### src/rtl/fp_mul_pkg.sv
// Shared types and constants for the iterative floating-point multiplier.
package fp_mul_pkg;

   typedef enum logic [2:0] {
      S_IDLE,
      S_CLASSIFY,
      S_MUL,
      S_NORM,
      S_ROUND,
      S_DONE
   } state_t;

   typedef enum logic [2:0] {
      C_ZERO,
      C_SUB,
      C_NORM,
      C_INF,
      C_NAN
   } cls_t;

   localparam logic [2:0] EXC_NONE    = 3'b000;
   localparam logic [2:0] EXC_UNDER   = 3'b001;
   localparam logic [2:0] EXC_OVER    = 3'b010;
   localparam logic [2:0] EXC_INF     = 3'b011;
   localparam logic [2:0] EXC_NAN     = 3'b100;
   localparam logic [2:0] EXC_INEXACT = 3'b101;

   localparam logic RND_RNE = 1'b0;
   localparam logic RND_RTZ = 1'b1;

   function automatic logic [63:0] bias_of(input int exp_w);
      return (64'd1 << (exp_w - 1)) - 64'd1;
   endfunction

   function automatic logic [63:0] qnan_of(input int exp_w, input int man_w);
      return (((64'd1 << exp_w) - 64'd1) << man_w) | (64'd1 << (man_w - 1));
   endfunction

   // Operand is passed zero-extended to 64 bits.
   function automatic cls_t classify(input int exp_w, input int man_w,
                                     input logic [63:0] x);
      logic [63:0] e;
      logic [63:0] f;
      logic [63:0] emax;
      emax = (64'd1 << exp_w) - 64'd1;
      e    = (x >> man_w) & emax;
      f    = x & ((64'd1 << man_w) - 64'd1);
      if (e == emax) return (|f) ? C_NAN : C_INF;
      if (~|e) return (|f) ? C_SUB : C_ZERO;
      return C_NORM;
   endfunction

endpackage

### src/rtl/fp_mul_iter_mant.sv
// Radix-2 shift-add significand multiplier; one product bit per cycle,
// the first step is folded into the start cycle.
module fp_mul_iter_mant
   import fp_mul_pkg::*;
#(
   parameter int N = 8
) (
   input  logic           CLK,
   input  logic           RSTn,
   input  logic           start,
   input  logic [N-1:0]   a,
   input  logic [N-1:0]   b,
   output logic           done,
   output logic [2*N-1:0] prod
);

   localparam int CW = $clog2(N + 1);

   logic [N-1:0]   mcand;
   logic [N-1:0]   addend;
   logic [2*N-1:0] src;
   logic [2*N-1:0] step;
   logic [N:0]     sum;
   logic [CW-1:0]  cnt;

   always_comb begin
      src    = start ? {{N{1'b0}}, b} : prod;
      addend = (start ? a : mcand) & {N{src[0]}};
      sum    = {1'b0, src[2*N-1:N]} + {1'b0, addend};
      step   = {sum, src[N-1:1]};
   end

   always_ff @(posedge CLK) begin
      if (!RSTn) begin
         mcand <= '0;
         prod  <= '0;
         cnt   <= '0;
         done  <= 1'b0;
      end else if (start) begin
         mcand <= a;
         prod  <= step;
         cnt   <= CW'(N - 1);
         done  <= (N == 1);
      end else if (cnt != '0) begin
         prod <= step;
         cnt  <= cnt - 1'b1;
         done <= (cnt == CW'(1));
      end
   end

endmodule

### src/rtl/fp_mul_param.sv
// Multi-cycle parameterised FP multiplier with RNE/RTZ rounding.
// Define FP_MUL_DENORM_EN for gradual underflow; otherwise subnormals flush.
module fp_mul_param
   import fp_mul_pkg::*;
#(
   parameter int EXP_W = 8,
   parameter int MAN_W = 7
) (
   input  logic                   CLK,
   input  logic                   RSTn,
   input  logic                   in_valid,
   output logic                   in_ready,
   input  logic [EXP_W+MAN_W:0]   op_a,
   input  logic [EXP_W+MAN_W:0]   op_b,
   input  logic                   rnd_mode,
   output logic                   out_valid,
   input  logic                   out_ready,
   output logic [EXP_W+MAN_W:0]   result,
   output logic [2:0]             exc,
   output logic                   busy
);

   localparam int W  = 1 + EXP_W + MAN_W;
   localparam int N  = MAN_W + 1;
   localparam int PW = 2 * N;
   localparam int EW = EXP_W + 2;

   localparam logic [W-1:0] QNAN = W'(qnan_of(EXP_W, MAN_W));
   localparam logic signed [EW-1:0] BIAS = $signed(EW'(bias_of(EXP_W)));
   localparam logic signed [EW-1:0] EMAX =
      $signed(EW'((64'd1 << EXP_W) - 64'd1));
   localparam logic signed [EW-1:0] ONE = $signed(EW'(1));

   state_t state, state_nx;

   logic [W-1:0] a_q, b_q;
   logic         rnd_q;
   logic         accept;
   logic         sign;

   cls_t cls_a, cls_b;
   logic a_zero, b_zero, a_inf, b_inf, a_nan, b_nan;
   logic is_nan, is_inf, is_zero, is_reg;

   logic [EXP_W-1:0]     ea, eb;
   logic signed [EW-1:0] exp_r;
   logic [N-1:0]         ma, mb;

   logic          mul_start, mul_done;
   logic [PW-1:0] prod;

   logic signed [EW-1:0] lz, exp_n, exp_d;
   logic [PW-1:0]        jp, sh;
   logic                 found, lost, tiny_d;
   logic [N-1:0]         mant_d;
   logic                 g_d, s_d;

   logic signed [EW-1:0] exp_q;
   logic [N-1:0]         mant_q;
   logic                 g_q, s_q, tiny_q;

   logic                 inc, inexact;
   logic [N:0]           sum_r;
   logic [N-1:0]         mant_f;
   logic signed [EW-1:0] exp_f;
   logic [EXP_W-1:0]     efld;
   logic [W-1:0]         res_nx;
   logic [2:0]           exc_nx;

   logic [W-1:0] res_q;
   logic [2:0]   exc_q;
   logic         ov_q;

   assign accept    = in_valid & in_ready;
   assign in_ready  = RSTn & (state == S_IDLE);
   assign busy      = (state != S_IDLE);
   assign out_valid = ov_q;
   assign result    = res_q;
   assign exc       = ov_q ? exc_q : EXC_NONE;
   assign sign      = a_q[W-1] ^ b_q[W-1];

   always_comb begin
      cls_a = classify(EXP_W, MAN_W, 64'(a_q));
      cls_b = classify(EXP_W, MAN_W, 64'(b_q));
`ifdef FP_MUL_DENORM_EN
      a_zero = (cls_a == C_ZERO);
      b_zero = (cls_b == C_ZERO);
`else
      a_zero = (cls_a == C_ZERO) || (cls_a == C_SUB);
      b_zero = (cls_b == C_ZERO) || (cls_b == C_SUB);
`endif
      a_inf   = (cls_a == C_INF);
      b_inf   = (cls_b == C_INF);
      a_nan   = (cls_a == C_NAN);
      b_nan   = (cls_b == C_NAN);
      is_nan  = a_nan | b_nan | (a_inf & b_zero) | (b_inf & a_zero);
      is_inf  = ~is_nan & (a_inf | b_inf);
      is_zero = ~is_nan & ~is_inf & (a_zero | b_zero);
      is_reg  = ~(is_nan | is_inf | is_zero);
   end

   // Subnormals carry a hidden 0 and act as exponent 1.
   always_comb begin
      ea    = a_q[W-2:MAN_W];
      eb    = b_q[W-2:MAN_W];
      ma    = {|ea, a_q[MAN_W-1:0]};
      mb    = {|eb, b_q[MAN_W-1:0]};
      exp_r = $signed({2'b00, (|ea) ? ea : EXP_W'(1)})
            + $signed({2'b00, (|eb) ? eb : EXP_W'(1)})
            - BIAS;
   end

   assign mul_start = (state == S_CLASSIFY) & is_reg;

   fp_mul_iter_mant #(
      .N(N)
   ) u_mant (
      .CLK  (CLK),
      .RSTn (RSTn),
      .start(mul_start),
      .a    (ma),
      .b    (mb),
      .done (mul_done),
      .prod (prod)
   );

   always_ff @(posedge CLK) begin
      if (!RSTn) state <= S_IDLE;
      else       state <= state_nx;
   end

   always_comb begin
      state_nx = state;
      unique case (state)
         S_IDLE:     if (accept) state_nx = S_CLASSIFY;
         S_CLASSIFY: state_nx = is_reg ? S_MUL : S_DONE;
         S_MUL:      if (mul_done) state_nx = S_NORM;
         S_NORM:     state_nx = S_ROUND;
         S_ROUND:    state_nx = S_DONE;
         S_DONE:     if (ov_q & out_ready) state_nx = S_IDLE;
         default:    state_nx = S_IDLE;
      endcase
   end

   // Left-justify; exponent gains 1 for a 2.x product, loses 1 per extra zero.
   always_comb begin
      lz    = '0;
      found = 1'b0;
      for (int i = PW - 1; i >= 0; i--) begin
         if (!found && prod[i]) begin
            lz    = EW'(PW - 1 - i);
            found = 1'b1;
         end
      end
      jp     = prod << lz;
      exp_n  = exp_r + ONE - lz;
      sh     = jp;
      lost   = 1'b0;
      tiny_d = 1'b0;
      exp_d  = exp_n;
`ifdef FP_MUL_DENORM_EN
      if (exp_n < ONE) begin
         tiny_d = 1'b1;
         exp_d  = ONE;
         if (int'(ONE - exp_n) >= PW) begin
            sh   = '0;
            lost = |jp;
         end else begin
            sh   = jp >> (ONE - exp_n);
            lost = |(jp & ~({PW{1'b1}} << (ONE - exp_n)));
         end
      end
`else
      if (exp_n < ONE) tiny_d = 1'b1;
`endif
      mant_d = sh[PW-1 -: N];
      g_d    = sh[PW-1-N];
      s_d    = (|sh[PW-2-N:0]) | lost;
   end

   always_comb begin
      inc     = (rnd_q == RND_RNE) & g_q & (mant_q[0] | s_q);
      inexact = g_q | s_q;
      sum_r   = {1'b0, mant_q} + {{N{1'b0}}, inc};
      if (sum_r[N]) begin
         mant_f = sum_r[N:1];
         exp_f  = exp_q + ONE;
      end else begin
         mant_f = sum_r[N-1:0];
         exp_f  = exp_q;
      end
      efld   = mant_f[N-1] ? exp_f[EXP_W-1:0] : '0;
      res_nx = {sign, efld, mant_f[MAN_W-1:0]};
      exc_nx = inexact ? EXC_INEXACT : EXC_NONE;
      if (tiny_q) begin
`ifdef FP_MUL_DENORM_EN
         exc_nx = inexact ? EXC_UNDER : EXC_NONE;
`else
         res_nx = {sign, {(W-1){1'b0}}};
         exc_nx = EXC_UNDER;
`endif
      end else if (exp_f >= EMAX) begin
         exc_nx = EXC_OVER;
         if (rnd_q == RND_RTZ)
            res_nx = {sign, {(EXP_W-1){1'b1}}, 1'b0, {MAN_W{1'b1}}};
         else
            res_nx = {sign, {EXP_W{1'b1}}, {MAN_W{1'b0}}};
      end
   end

   always_ff @(posedge CLK) begin
      if (!RSTn) begin
         a_q    <= '0;
         b_q    <= '0;
         rnd_q  <= RND_RNE;
         exp_q  <= '0;
         mant_q <= '0;
         g_q    <= 1'b0;
         s_q    <= 1'b0;
         tiny_q <= 1'b0;
         res_q  <= '0;
         exc_q  <= EXC_NONE;
      end else begin
         if (accept) begin
            a_q   <= op_a;
            b_q   <= op_b;
            rnd_q <= rnd_mode;
         end
         if (state == S_CLASSIFY) begin
            unique case (1'b1)
               is_nan: begin
                  res_q <= QNAN;
                  exc_q <= EXC_NAN;
               end
               is_inf: begin
                  res_q <= {sign, {EXP_W{1'b1}}, {MAN_W{1'b0}}};
                  exc_q <= EXC_INF;
               end
               is_zero: begin
                  res_q <= {sign, {(W-1){1'b0}}};
                  exc_q <= EXC_NONE;
               end
               default: ;
            endcase
         end
         if (state == S_NORM) begin
            exp_q  <= exp_d;
            mant_q <= mant_d;
            g_q    <= g_d;
            s_q    <= s_d;
            tiny_q <= tiny_d;
         end
         if (state == S_ROUND) begin
            res_q <= res_nx;
            exc_q <= exc_nx;
         end
      end
   end

   // Result becomes visible one cycle after DONE is entered.
   always_ff @(posedge CLK) begin
      if (!RSTn)                          ov_q <= 1'b0;
      else if (state == S_DONE && !ov_q)  ov_q <= 1'b1;
      else if (ov_q && out_ready)         ov_q <= 1'b0;
   end

endmodule

### config.mk
export PLATFORM = sky130hd
export DESIGN_NAME = fp_mul_param
export DESIGN_NICKNAME = d
export VERILOG_FILES = /design/src/rtl/fp_mul_pkg.sv /design/src/rtl/fp_mul_iter_mant.sv /design/src/rtl/fp_mul_param.sv
export SDC_FILE = /design/constraint.sdc
export NUM_CORES = 1
export LEC_CHECK = 0
export ABC_CLOCK_PERIOD_IN_PS = 4800
export BUFFER_PORTS_ARGS = -buffer_cell sky130_fd_sc_hd__buf_2
export CAP_MARGIN = 0
export CORE_MARGIN = 2
export CORE_UTILIZATION = 45
export CTS_BUF_LIST = sky130_fd_sc_hd__clkbuf_8
export CTS_CLUSTER_DIAMETER = 30
export DETAILED_ROUTE_END_ITERATION = 7
export PLACE_DENSITY = 0.69
export REMOVE_ABC_BUFFERS = 1
export SYNTH_ARGS = -nofsm -noshare
export SYNTH_HDL_FRONTEND = slang
export SYNTH_SLANG_ARGS = --single-unit
export TNS_END_PERCENT = 10
### constraint.sdc
create_clock -name CLK -period 4.8 [get_ports CLK]
set_input_delay 1.2 -clock CLK [delete_from_list [all_inputs] [get_ports CLK]]
set_output_delay 1.2 -clock CLK [all_outputs]
set_load 0.005 [all_outputs]
==> results.yml <==
run_status:
  outcome: "complete, no violations"
worst_setup_path:
  crit_buf_inv: 2
  cp.required_ns: 5.13
  critPathKind: "flop to flop"
  r2r-start: "u_mant.prod[12]$_SDFFE_PN0P_"
  crit_path_end_kind: "flop"
  rr_worst_depth: 16
  r2r_slack_ns: 0.48
  worstPathCellList: "nor2_1 -> a221oi_2 -> a311oi_1 -> or3_1 -> inv_8 -> ha_1 -> inv_1 -> fa_1 -> ha_1 -> fa_1 -> a21o_1 -> a21oi_1 -> xnor2_1 -> or4_1 -> nor3_1 -> o2bb2ai_1"
  crit_family: "simple AND/OR/NAND/NOR gates"
  critical_path.slowest_cell: "dfxtp_1"
  crit_path_start_kind: "flop"
  crit_fanout: 8
  critPathMaxStageDelay_ns: 0.52
  arrival_ns: 4.65
  r2r_end: "tiny_q$_SDFFE_PN0N_"
synthesis:
  syn_area_per_cell_um2: 7.81
  synth_flop_cell: "dfxtp_1"
  syn_inst: 846
  synth_cell_types: 75
  syn_area_um2: 6610
  ys_seq_elements: 106
  synth-seq-area-share_pct: 32.1
  yosys_warnings: 0
  synthArstFlopShare_pct: 0
  synth-edff-count: 0
routing:
  drt_pass1_iterations: 5
  drc: 0
  drt_wl_total_um: 15300
  vias: 5779
  routedWlPerCell_um: 14.4
  postRouteAntennaNets: 0
  viasPerCell: 5.45
  drt_iter0_drc: 408
worst_hold_path:
  worstHoldPathType: "flop to flop"
  min_path_cells: 2
  hold_end: "u_mant.mcand[4]$_SDFF_PN0_"
  hp-start: "u_mant.mcand[4]$_SDFF_PN0_"
sta:
  setup_viol: 0
  finalSetupTns_ns: 0
  tightest_slew_ns: 0.840
  max_freq_mhz: 231
  finalMaxSlewViolations: 0
  min_period_over_period_pct: 90.0
  fin_skew_ns: 0.0113
  fin_crit_ns: 4.32
  rsz0062_at_grt: "false"
  hold_viol: 0
  hold-worst-slack_ns: 0.473
  relSlewSlack_pct: 43.9
clocking:
  cts_root_buf: "clkbuf_8"
  numCtsBuffers: 9
  clk_pin_slew_ns: 0.10
  htree_levels: 3
  post-cts-setup-buffers: 0
  hold_buffers: 0
  cts_num_sinks: 106
  clock_latency_ns: 0.39
  cts_resized: 0
  cts_tree: "yes"
  clock_path_buffers: 2
final_layout:
  final_cell_mix: "nand2_1, dfxtp_1, o21ai_0"
  final_layout_size_suffix_gt1_share_pct: 12.9
  nNetsFinal: 947
  finalNonFillerCells: 1061
  final_area_um2: 7210
  antenna_cells: 0
  area_growth_pct: 9.03
  layout_commonest_cell: "nand2_1"
global_routing:
  grt_first_pass_wirelength_um: 25700
  grt_max_degree: 56
  gr-total-overflow: 0
  grt_usage_pct: 19.8
  grt_pass1_vias: 5217
  antenna_found_initial: 0
power:
  leakage_nw: 3.06
  irDropWorstVdd_v: 0.000338
  power_density_nw_per_um2: 709
place:
  gp_congestion: 0.930
  dp.cells: 1045
  dpl_cell_area_um2: 7000
  port_buffers: 58
  dp_hpwl_um: 11400
die:
  die_x_um: 125
  die_area_um2: 15700
  die_h_um: 125
  core_um2: 14400
  rows: 44
  start_util_pct: 45.8
  pin_count: 59
run:
  drv_cap: 0
[layout make-up]
| type | instances | area (um2) |
|---|---|---|
| clock buffer | 10 | 138 |
| clock inverter | 6 | 65.1 |
| fill | 1443 | 7220 |
| inverter | 38 | 153 |
| multi-input combinational | 644 | 4100 |
| sequential | 106 | 2120 |
| tap | 184 | 230 |
| timing repair buffer | 73 | 403 |
[power by group]
part / total, mW / switching (mW) / internal (mW)
Sequential: 1.30 / 0.222 / 1.08
Clock: 0.569 / 0.312 / 0.257
Combinational: 3.24 / 1.86 / 1.38
Total: 5.11 / 2.39 / 2.72
[cell usage after synthesis (all sizes together) (11+ instances only)]
cell    instances  share of area [%]
inv            38                2.3
o21a           11                1.2
nor3           15                1.1
nand2         176                 10
buf            12                1.2
clkbuf         46                2.6
nor2b          11                1.0
nand3          25                1.9
and2           15                1.4
nor2           53                3.0
a21boi         23                2.6
ha             32                6.1
nand4          14                1.4
o21ai          67                5.1
xnor2          14                1.9
mux2i          34                5.1
dfxtp         106                 32
a21oi          21                1.6
nor4           11                1.5
[worst max path at each step]
| stage | start | end | slack (ns) | cells after the start |
|---|---|---|---|---|
| 2_1_floorplan | u_mant.prod[0]$_SDFFE_PN0P_ | tiny_q$_SDFFE_PN0N_ | 0.59 | 16 |
| 3_3_place_gp | u_mant.prod[12]$_SDFFE_PN0P_ | tiny_q$_SDFFE_PN0N_ | 0.55 | 16 |
| 3_5_place_dp | u_mant.prod[12]$_SDFFE_PN0P_ | tiny_q$_SDFFE_PN0N_ | 0.49 | 16 |
| 4_1_cts | u_mant.prod[12]$_SDFFE_PN0P_ | tiny_q$_SDFFE_PN0N_ | 0.47 | 16 |
| 5_1_grt | u_mant.prod[7]$_SDFFE_PN0P_ | tiny_q$_SDFFE_PN0N_ | 0.24 | 16 |
| 6_report | u_mant.prod[12]$_SDFFE_PN0P_ | tiny_q$_SDFFE_PN0N_ | 0.48 | 16 |
[kinds of logic after synthesis]
| group | after synthesis | synth area share, % |
|---|---|---|
| simple gates | 356 | 25.2 |
| flops | 106 | 32.1 |
| fa+ha+maj | 38 | 7.88 |
| compound gates | 192 | 20.3 |
| mux | 35 | 5.32 |
| buf+inv | 96 | 6.12 |
| xor+xnor | 23 | 3.05 |
[per-stage QoR]
step | total power [mW] | utilization [%] | setup WS, ns
6_report | 5.11 | 50.0 | 0.479
5_1_grt | 5.59 | 50.0 | 0.236
4_1_cts | 5.13 | 50.0 | 0.466
3_5_place_dp | 4.53 | 48.6 | 0.488
3_3_place_gp | 4.51 | 48.6 | 0.553
2_1_floorplan | 3.70 | - | 0.587
[flip-flops by register name, summed over array words and instances, names as in the netlist, 4 cells and up]
signal        cells
a_q              16
b_q              16
result           16
u_mant.prod      16
exp_q            10
mant_q            8
u_mant.mcand      8
u_mant.cnt        4
[per-layer routing]
metal	global-route usage, %	share of wire [%]	wire length (um)	vias to the layer above
met5	0	0	0	-
met4	6.08	1.8	267	0
met3	3.94	4.9	746	22
met2	30.5	44	6670	129
met1	28.0	50	7570	2622
li1	-	-	-	3006
[tightest hold or removal path, stage by stage, from the launching register on]
cell and delay, ns:
dfxtp_1 0.32, nand2_1 0.05, a21boi_0 0.06
Note: power is estimated with default switching activity, not from simulation.
